<file path="src/rtl/spi_pkg.sv">
// Shared definitions for the SPI responder: state encoding, synchronizer depth
// and the default frame length, which has to match the SPI master.
package spi_pkg;

  localparam int DATASIZE    = 152;
  localparam int SYNC_STAGES = 2;

  typedef enum logic [1:0] {
    IDLE     = 2'd0,
    SHIFT    = 2'd1,
    COMPLETE = 2'd2
  } state_t;

endpackage

</file>
<file path="src/rtl/spi_sync_edge.sv">
// Brings one asynchronous pin into the clk domain through a two-flop
// synchronizer, then one delay flop that provides rise/fall detection.
module spi_sync_edge
  import spi_pkg::*;
#(
  parameter logic INIT = 1'b0
) (
  input  logic clk,
  input  logic rst,
  input  logic raw,
  output logic synced,
  output logic rise,
  output logic fall
);

  logic [SYNC_STAGES-1:0] stages;
  logic                   delayed;

  // The reset value matches the pin's idle level, so no edge appears after reset.
  always_ff @(posedge clk) begin
    if (rst) begin
      stages  <= {SYNC_STAGES{INIT}};
      delayed <= INIT;
    end else begin
      stages  <= {stages[SYNC_STAGES-2:0], raw};
      delayed <= stages[SYNC_STAGES-1];
    end
  end

  assign synced = stages[SYNC_STAGES-1];
  assign rise   = synced & ~delayed;
  assign fall   = ~synced & delayed;

endmodule

</file>
<file path="src/rtl/spi_slave_interface.sv">
// SPI mode-3 responder: oversamples sclk/mosi/slave_select on clk, receives
// DATASIZE-bit frames and shifts a preloaded response word out on miso, MSB first.
module spi_slave_interface #(
  parameter int DATASIZE = spi_pkg::DATASIZE,
  parameter int CNT_W    = 8
) (
  input  logic                clk,
  input  logic                rst,
  input  logic                sclk,
  input  logic                mosi,
  input  logic                slave_select,
  output logic                miso,
  input  logic [DATASIZE-1:0] tx_data,
  output logic [DATASIZE-1:0] rx_data,
  output logic                rx_valid,
  output logic                frame_error,
  output logic                busy
);

  import spi_pkg::*;

  state_t              state, state_next;
  logic [CNT_W-1:0]    bit_cnt, bit_cnt_next;
  logic [DATASIZE-1:0] tx_shift, tx_shift_next;
  logic [DATASIZE-1:0] rx_shift, rx_shift_next;
  logic [DATASIZE-1:0] rx_data_next, rx_word;
  logic                miso_next, rx_valid_next, frame_error_next;

  logic                   sclk_synced, sclk_rise, sclk_fall;
  logic                   ss_synced, ss_rise_unused, ss_fall_unused;
  logic [SYNC_STAGES-1:0] mosi_sync;
  logic                   ss_act, mosi_synced;

  spi_sync_edge #(.INIT(1'b1)) u_sclk_sync (
    .clk    (clk),
    .rst    (rst),
    .raw    (sclk),
    .synced (sclk_synced),
    .rise   (sclk_rise),
    .fall   (sclk_fall)
  );

  spi_sync_edge #(.INIT(1'b1)) u_ss_sync (
    .clk    (clk),
    .rst    (rst),
    .raw    (slave_select),
    .synced (ss_synced),
    .rise   (ss_rise_unused),
    .fall   (ss_fall_unused)
  );

  // mosi sees the same two stages as sclk, so synced data lines up with the detected rise.
  always_ff @(posedge clk) begin
    if (rst) mosi_sync <= '0;
    else     mosi_sync <= {mosi_sync[SYNC_STAGES-2:0], mosi};
  end

  assign mosi_synced = mosi_sync[SYNC_STAGES-1];
  assign ss_act      = ~ss_synced;
  assign rx_word     = {rx_shift[DATASIZE-2:0], mosi_synced};
  assign busy        = (state != IDLE);

  always_ff @(posedge clk) begin
    if (rst) begin
      state       <= IDLE;
      bit_cnt     <= '0;
      tx_shift    <= '0;
      rx_shift    <= '0;
      miso        <= 1'b1;
      rx_data     <= '0;
      rx_valid    <= 1'b0;
      frame_error <= 1'b0;
    end else begin
      state       <= state_next;
      bit_cnt     <= bit_cnt_next;
      tx_shift    <= tx_shift_next;
      rx_shift    <= rx_shift_next;
      miso        <= miso_next;
      rx_data     <= rx_data_next;
      rx_valid    <= rx_valid_next;
      frame_error <= frame_error_next;
    end
  end

  // The last rise publishes rx_data and the strobe together, so both are seen in COMPLETE.
  always_comb begin
    state_next       = state;
    bit_cnt_next     = bit_cnt;
    tx_shift_next    = tx_shift;
    rx_shift_next    = rx_shift;
    miso_next        = miso;
    rx_data_next     = rx_data;
    rx_valid_next    = 1'b0;
    frame_error_next = 1'b0;

    unique case (state)
      IDLE: begin
        miso_next = 1'b1;
        if (ss_act) begin
          state_next    = SHIFT;
          tx_shift_next = tx_data;
          bit_cnt_next  = '0;
        end
      end

      SHIFT: begin
        if (!ss_act) begin
          frame_error_next = (bit_cnt != '0);
          state_next       = IDLE;
          miso_next        = 1'b1;
        end else begin
          if (sclk_fall) begin
            miso_next     = tx_shift[DATASIZE-1];
            tx_shift_next = {tx_shift[DATASIZE-2:0], 1'b0};
          end
          if (sclk_rise) begin
            rx_shift_next = rx_word;
            bit_cnt_next  = bit_cnt + 1'b1;
            if (bit_cnt == CNT_W'(DATASIZE - 1)) begin
              state_next    = COMPLETE;
              rx_data_next  = rx_word;
              rx_valid_next = 1'b1;
            end
          end
        end
      end

      COMPLETE: begin
        tx_shift_next = tx_data;
        bit_cnt_next  = '0;
        if (ss_act) begin
          state_next = SHIFT;
        end else begin
          state_next = IDLE;
          miso_next  = 1'b1;
        end
      end

      default: state_next = IDLE;
    endcase
  end

endmodule

</file>
<file path="config.mk">
export PLATFORM = sky130hd
export DESIGN_NAME = spi_slave_interface
export DESIGN_NICKNAME = d
export VERILOG_FILES = /design/src/rtl/spi_pkg.sv /design/src/rtl/spi_sync_edge.sv /design/src/rtl/spi_slave_interface.sv
export SDC_FILE = /design/constraint.sdc
export NUM_CORES = 1
export LEC_CHECK = 0
export CORE_MARGIN = 8
export CORE_UTILIZATION = 53
export DETAILED_ROUTE_END_ITERATION = 6
export HOLD_SLACK_MARGIN = 0.03
export PLACE_DENSITY = 0.9
export SYNTH_ARGS = -nofsm -noshare
export SYNTH_HDL_FRONTEND = slang
export SYNTH_SLANG_ARGS = --single-unit
</file>
<file path="constraint.sdc">
create_clock -name clk -period 2.75 [get_ports clk]
set_input_delay 0.825 -clock clk [delete_from_list [all_inputs] [get_ports clk]]
set_output_delay 0.825 -clock clk [all_outputs]
set_load 0.02 [all_outputs]
</file>
# After elaboration in Yosys (flattened, before gate mapping)
# Index checks and enable logic that the tools add are counted.
# totals
ff_bits	475
input_bits	157
out_inout_bits	156
elab_cells	62
# op_classes
addsub	1
n_eq_ne	11
muxes	19
bitwise_logic	7
n_reduce_logical	12
# op_table
operator	count
two-way mux 152 bit	3
case mux 152 bit (3 select lines)	1
two-way mux 8 bit	3
case mux 8 bit (3 select lines)	1
AND reduction 4 bit	3
inequality test 3 x 2 -> 1 bit (second input constant)	3
AND reduction 3 bit	3
adder 8 x 1 -> 8 bit (second input constant)	1
equality test 8 bit (second input constant)	1
two-way mux 2 bit	4
inequality test 2 bit (second input constant)	4
nonzero test 8 bit	1
case mux 2 bit (3 select lines)	1
two-way mux 1 bit	5
NOT 1 bit	5
OR reduction 4 bit	1
case mux 1 bit (3 select lines)	1
nonzero test 3 bit	1
OR reduction 3 bit	1
AND 1 bit	2
equality test 2 x 1 -> 1 bit (second input constant)	1
equality test 2 bit (second input constant)	1
zero test 2 bit	1
inequality test 2 x 1 -> 1 bit (second input constant)	1
nonzero test 2 bit	1

# Logic depth before layout (Yosys ltp)
# Gate-level depths: netlist (run 1).
# depth
depth_word	5
depth_mapped	8

# Hierarchy
# A second synthesis (run 1) with hierarchy kept.
# hier_totals
cells_unflattened	2092
hier_area_um2	17792.1
# by_module_without_submodules
mod	instances	cells_per_inst	area_per_inst_um2	seq_area_each_um2
spi_slave_interface	1	2076	17606.9	9409.0
spi_sync_edge	2	8	92.6	60.1

# Worst setup path before layout (run 1)
# No wires, ideal clock.
# synth_timing
path_type	reg-to-reg
startpoint	reg state[1]
endpoint	reg rx_data[75]
t_arrival_ns	1.781
required_ns	2.622
setup_slack_ns	0.841
stages_incl_launch_ff	9
period_less_slack_ns	1.909
path_cell_list	dfxtp_1 -> or3b_1 -> clkbuf_1 -> nor4_2 -> buf_4 -> buf_8 -> buf_12 -> mux2i_1 -> nor2_1
# synth_between
elab_chain_cells	2
# synth_lines
item	line_no	source
from (decl)	spi_slave_interface.sv:22	state_t state, state_next;
from (signal assigned)	spi_slave_interface.sv:74	state <= state_next;
equality test 2 x 1 -> 1 bit	spi_slave_interface.sv:96	unique case (state)
AND reduction 4 bit (no source line)	--	
to (signal assigned)	spi_slave_interface.sv:79	rx_data <= rx_data_next;
to (decl)	spi_slave_interface.sv:14	output logic [DATASIZE-1:0] rx_data,
# Every way passes these cells.
# A chain may end at the register's enable or synchronous reset.

# Worst setup path in the final report (run 1)
# layout_timing
startpoint	reg state[0]
endpoint	out busy
# layout_between
elab_chain_cells	1
# layout_lines
item	line_no	source
nonzero test 2 bit	spi_slave_interface.sv:61	assign busy = (state != IDLE);
to (decl)	spi_slave_interface.sv:17	output logic busy
# Every way passes these cells.

==> impl_metrics.py, run 1 <==
metrics = {
    "floorplan": {
        "rows": 67,
        "coreArea_um2": 33400,
        "start_util": 0.537,
        "die_area_um2": 40100,
        "die_h_um": 200,
        "ios": 313,
        "die_x_um": 200,
    },
    "worst_setup_path": {
        "crit_arrival_ns": 1.83,
        "required_ns": 1.93,
        "slowest_stage": "clkdlybuf4s50_1",
        "critical_path_depth": 2,
        "cp_top_family": "buffers and inverters",
        "path_class": "flop to primary output",
        "cp_slowest_stage_delay_ns": 0.61,
        "path_cells": "or2_2 -> clkdlybuf4s50_1",
        "rrSetupSlack_ns": 0.33,
        "critPathBufInv": 1,
        "path_max_fanout": 11,
        "reg2reg_depth": 6,
        "crit_path_end_kind": "primary output",
        "cp-start-kind": "flop",
    },
    "run_status": {
        "status": "completed",
    },
    "grt": {
        "grt_pass1_vias": 14326,
        "grt_start_max_net_pins": 121,
        "track_usage": 0.217,
        "grt_antenna_before_repair": 1,
        "grt-ovfl-total": 0,
        "grt_pass1_wl_um": 74100,
    },
    "clocking": {
        "ctsLongestPathBuffers": 3,
        "cts-root-buf": "clkbuf_16",
        "postCtsSetupRepairBufs": 0,
        "clock-sinks": 475,
        "cts-htree-levels": 2,
        "cts_buffers": 47,
        "cts_tree": "done",
        "clock_latency_ns": 0.55,
        "clk_pin_slew_ns": 0.06,
    },
    "route": {
        "routed.top_layer": "met5",
        "drtAntennaViolNets": 0,
        "met2RoutedLength_um": 22000,
        "drt_first_iter_violations": 753,
        "routed_wl_um": 45600,
        "dr.pass1.iters": 5,
        "vias": 14368,
        "dr_wl_met3_um": 3280,
        "wl_met1_um": 19100,
        "drc": 0,
        "wl_per_cell_um": 17.2,
        "viasPerCell": 5.44,
    },
    "finish": {
        "drive_gt1_frac": 0.0602,
        "syn_to_final_growth_pct": 28.3,
        "final_nets": 2319,
        "fin_util": 0.690,
        "antennaDiodeCount": 0,
    },
    "min_path": {
        "hp-class": "flop to flop",
        "holdPathStages": 1,
    },
    "logic_synthesis": {
        "synth_area_um2": 18000,
        "synthTopCellsByArea": "dfxtp_1, mux2i_1, nand2_1",
        "synthesis.nets": 2077,
        "syn_avg_cell_area_um2": 9.37,
        "synth_cell_type_count": 33,
        "yosysWarnings": 0,
        "netlist_instances": 1918,
        "yosysTopAreaCell": "dfxtp_1",
        "yosysSeqAreaShare": 0.529,
        "synth_top_cell_area_share": 0.529,
        "synth-seq-cells": 475,
    },
    "power": {
        "vdd.ir_drop.worst_mv": 0.562,
        "cellLeakagePower_nw": 8.63,
        "p_per_area_nw_per_um2": 625,
    },
    "timing": {
        "period_minus_slack_ns": 2.66,
        "tightest_slew_ns": 0.747,
        "setup_viol": 0,
        "hold_viol": 0,
        "fmax_ghz": 0.376,
        "fin_setup_tns_ns": 0,
        "rsz0062_at_grt": "no",
        "fin_ws_ns": 0.0937,
        "slew_violations": 0,
        "post-route-period-util": 0.966,
        "slew_headroom": 0.502,
        "fin_skew_ns": 0.0146,
        "whs_ns": 0.418,
    },
    "placed_design": {
        "post-place-ws_ns": 0.191,
        "io_buffers": 312,
        "gp_congestion": 0.827,
        "dp_hpwl_um": 30600,
    },
    "flow_run": {
        "max-cap-violations": 0,
    },
}
## per-stage QoR
step           total power [W]  cells  cell area, µm²
6_report                0.0144   2642           23100
5_1_grt                 0.0149   2642           23100
4_1_cts                 0.0145   2642           23100
3_5_place_dp           0.00798   2559           21500
3_3_place_gp           0.00795   2559           21500
2_1_floorplan          0.00762   1918           18000
## per-layer routing
| metal | global-route usage | vias up |
|---|---|---|
| li1 | - | 7028 |
| met1 | 0.266 | 6789 |
| met2 | 0.366 | 467 |
| met3 | 0.0594 | 82 |
| met4 | 0.0675 | 2 |
| met5 | 0 | - |
## final cells by class
| class | count | area, µm² |
|---|---|---|
| multi-input combinational | 1281 | 7680 |
| sequential | 475 | 9510 |
| timing repair buffer | 349 | 3680 |
| fill | 2311 | 10400 |
| clock inverter | 16 | 200 |
| inverter | 6 | 22.5 |
| tap | 448 | 561 |
| clock buffer | 67 | 1410 |
## power breakdown
group          total, W  switching, W  internal (W)
registers       0.00708     0.0000717       0.00700
logic          0.000766      0.000370      0.000396
clock network   0.00658       0.00263       0.00395
total            0.0144       0.00307        0.0114
## worst paths after layout
kind / start / end
min: u_sclk_sync.stages[0] / u_sclk_sync.stages[1]
max reg2reg: state[0] / rx_data[10]
min reg2reg: u_sclk_sync.stages[0] / u_sclk_sync.stages[1]
max: state[0] / busy
## state kept, by name, summed over array words and instances, names as in the netlist
register	flops
bit_cnt	8
frame_error	1
miso	1
mosi_sync	2
rx_data	152
rx_shift	151
rx_valid	1
state	2
tx_shift	152
u_sclk_sync.delayed	1
u_sclk_sync.stages	2
u_ss_sync.stages	2
## cell usage in the layout, fill, tap and decap left out, types with 2 or more instances in the layout
master / n
a21oi_1: 160
mux2i_1: 304
nor3_1: 2
clkbuf_16: 49
nand4_1: 2
o21ai_0: 4
clkbuf_1: 6
or2_2: 10
inv_1: 6
bufinv_16: 4
clkinv_2: 9
nor2_1: 305
clkdlybuf4s50_1: 311
buf_12: 22
o31ai_1: 2
ha_1: 2
clkinvlp_4: 2
nand2_1: 305
or4_1: 2
nor4_1: 2
or3_1: 5
nor2b_1: 3
nand3_1: 3
dfxtp_1: 474
a211oi_1: 152
clkbuf_8: 12
buf_4: 15
nand2b_1: 6
## cells by family after synthesis
group	after synthesis	synth area share
AND/OR/NAND/NOR	651	0.142
flip-flops	475	0.529
AO/OA/AOI/OAI	322	0.112
multiplexers	305	0.170
buffers and inverters	162	0.0459
adder cells (fa/ha/maj)	2	0.00139
XOR/XNOR	1	0.000487
## cells in the mapped netlist (all sizes together)
cell type,instances
xnor2,1
clkbuf,102
buf,54
dfxtp,475
a21o,1
or3,5
nor2b,3
o31ai,2
or4,2
nor3,2
or3b,1
nor4,3
a21oi,161
nor4b,1
a211oi,152
nand2b,6
o21ai,4
nand4,2
or2,11
a2111oi,1
nand3,3
mux2,1
inv,6
ha,2
nor2,306
nand2,306
a22oi,1
mux2i,304
## what timing repair did
action,4_1_cts,5_1_grt
endpoints found under the hold margin,0,0
resized for setup,1,0
setup endpoints to repair,1,0
hold buffers,0,0
Power figures use the tool's default switching activity.
==> run 2, diff against run 1 <==
--- a/config.mk
+++ b/config.mk
@@ -10,6 +10,7 @@
 export DETAILED_ROUTE_END_ITERATION = 6
 export HOLD_SLACK_MARGIN = 0.03
 export PLACE_DENSITY = 0.9
+export SLEW_MARGIN = 20
 export SYNTH_ARGS = -nofsm -noshare
 export SYNTH_HDL_FRONTEND = slang
 export SYNTH_SLANG_ARGS = --single-unit
==> results of run 2 <==
No change in the layout: final DEF, timing and power equal those of run 1.
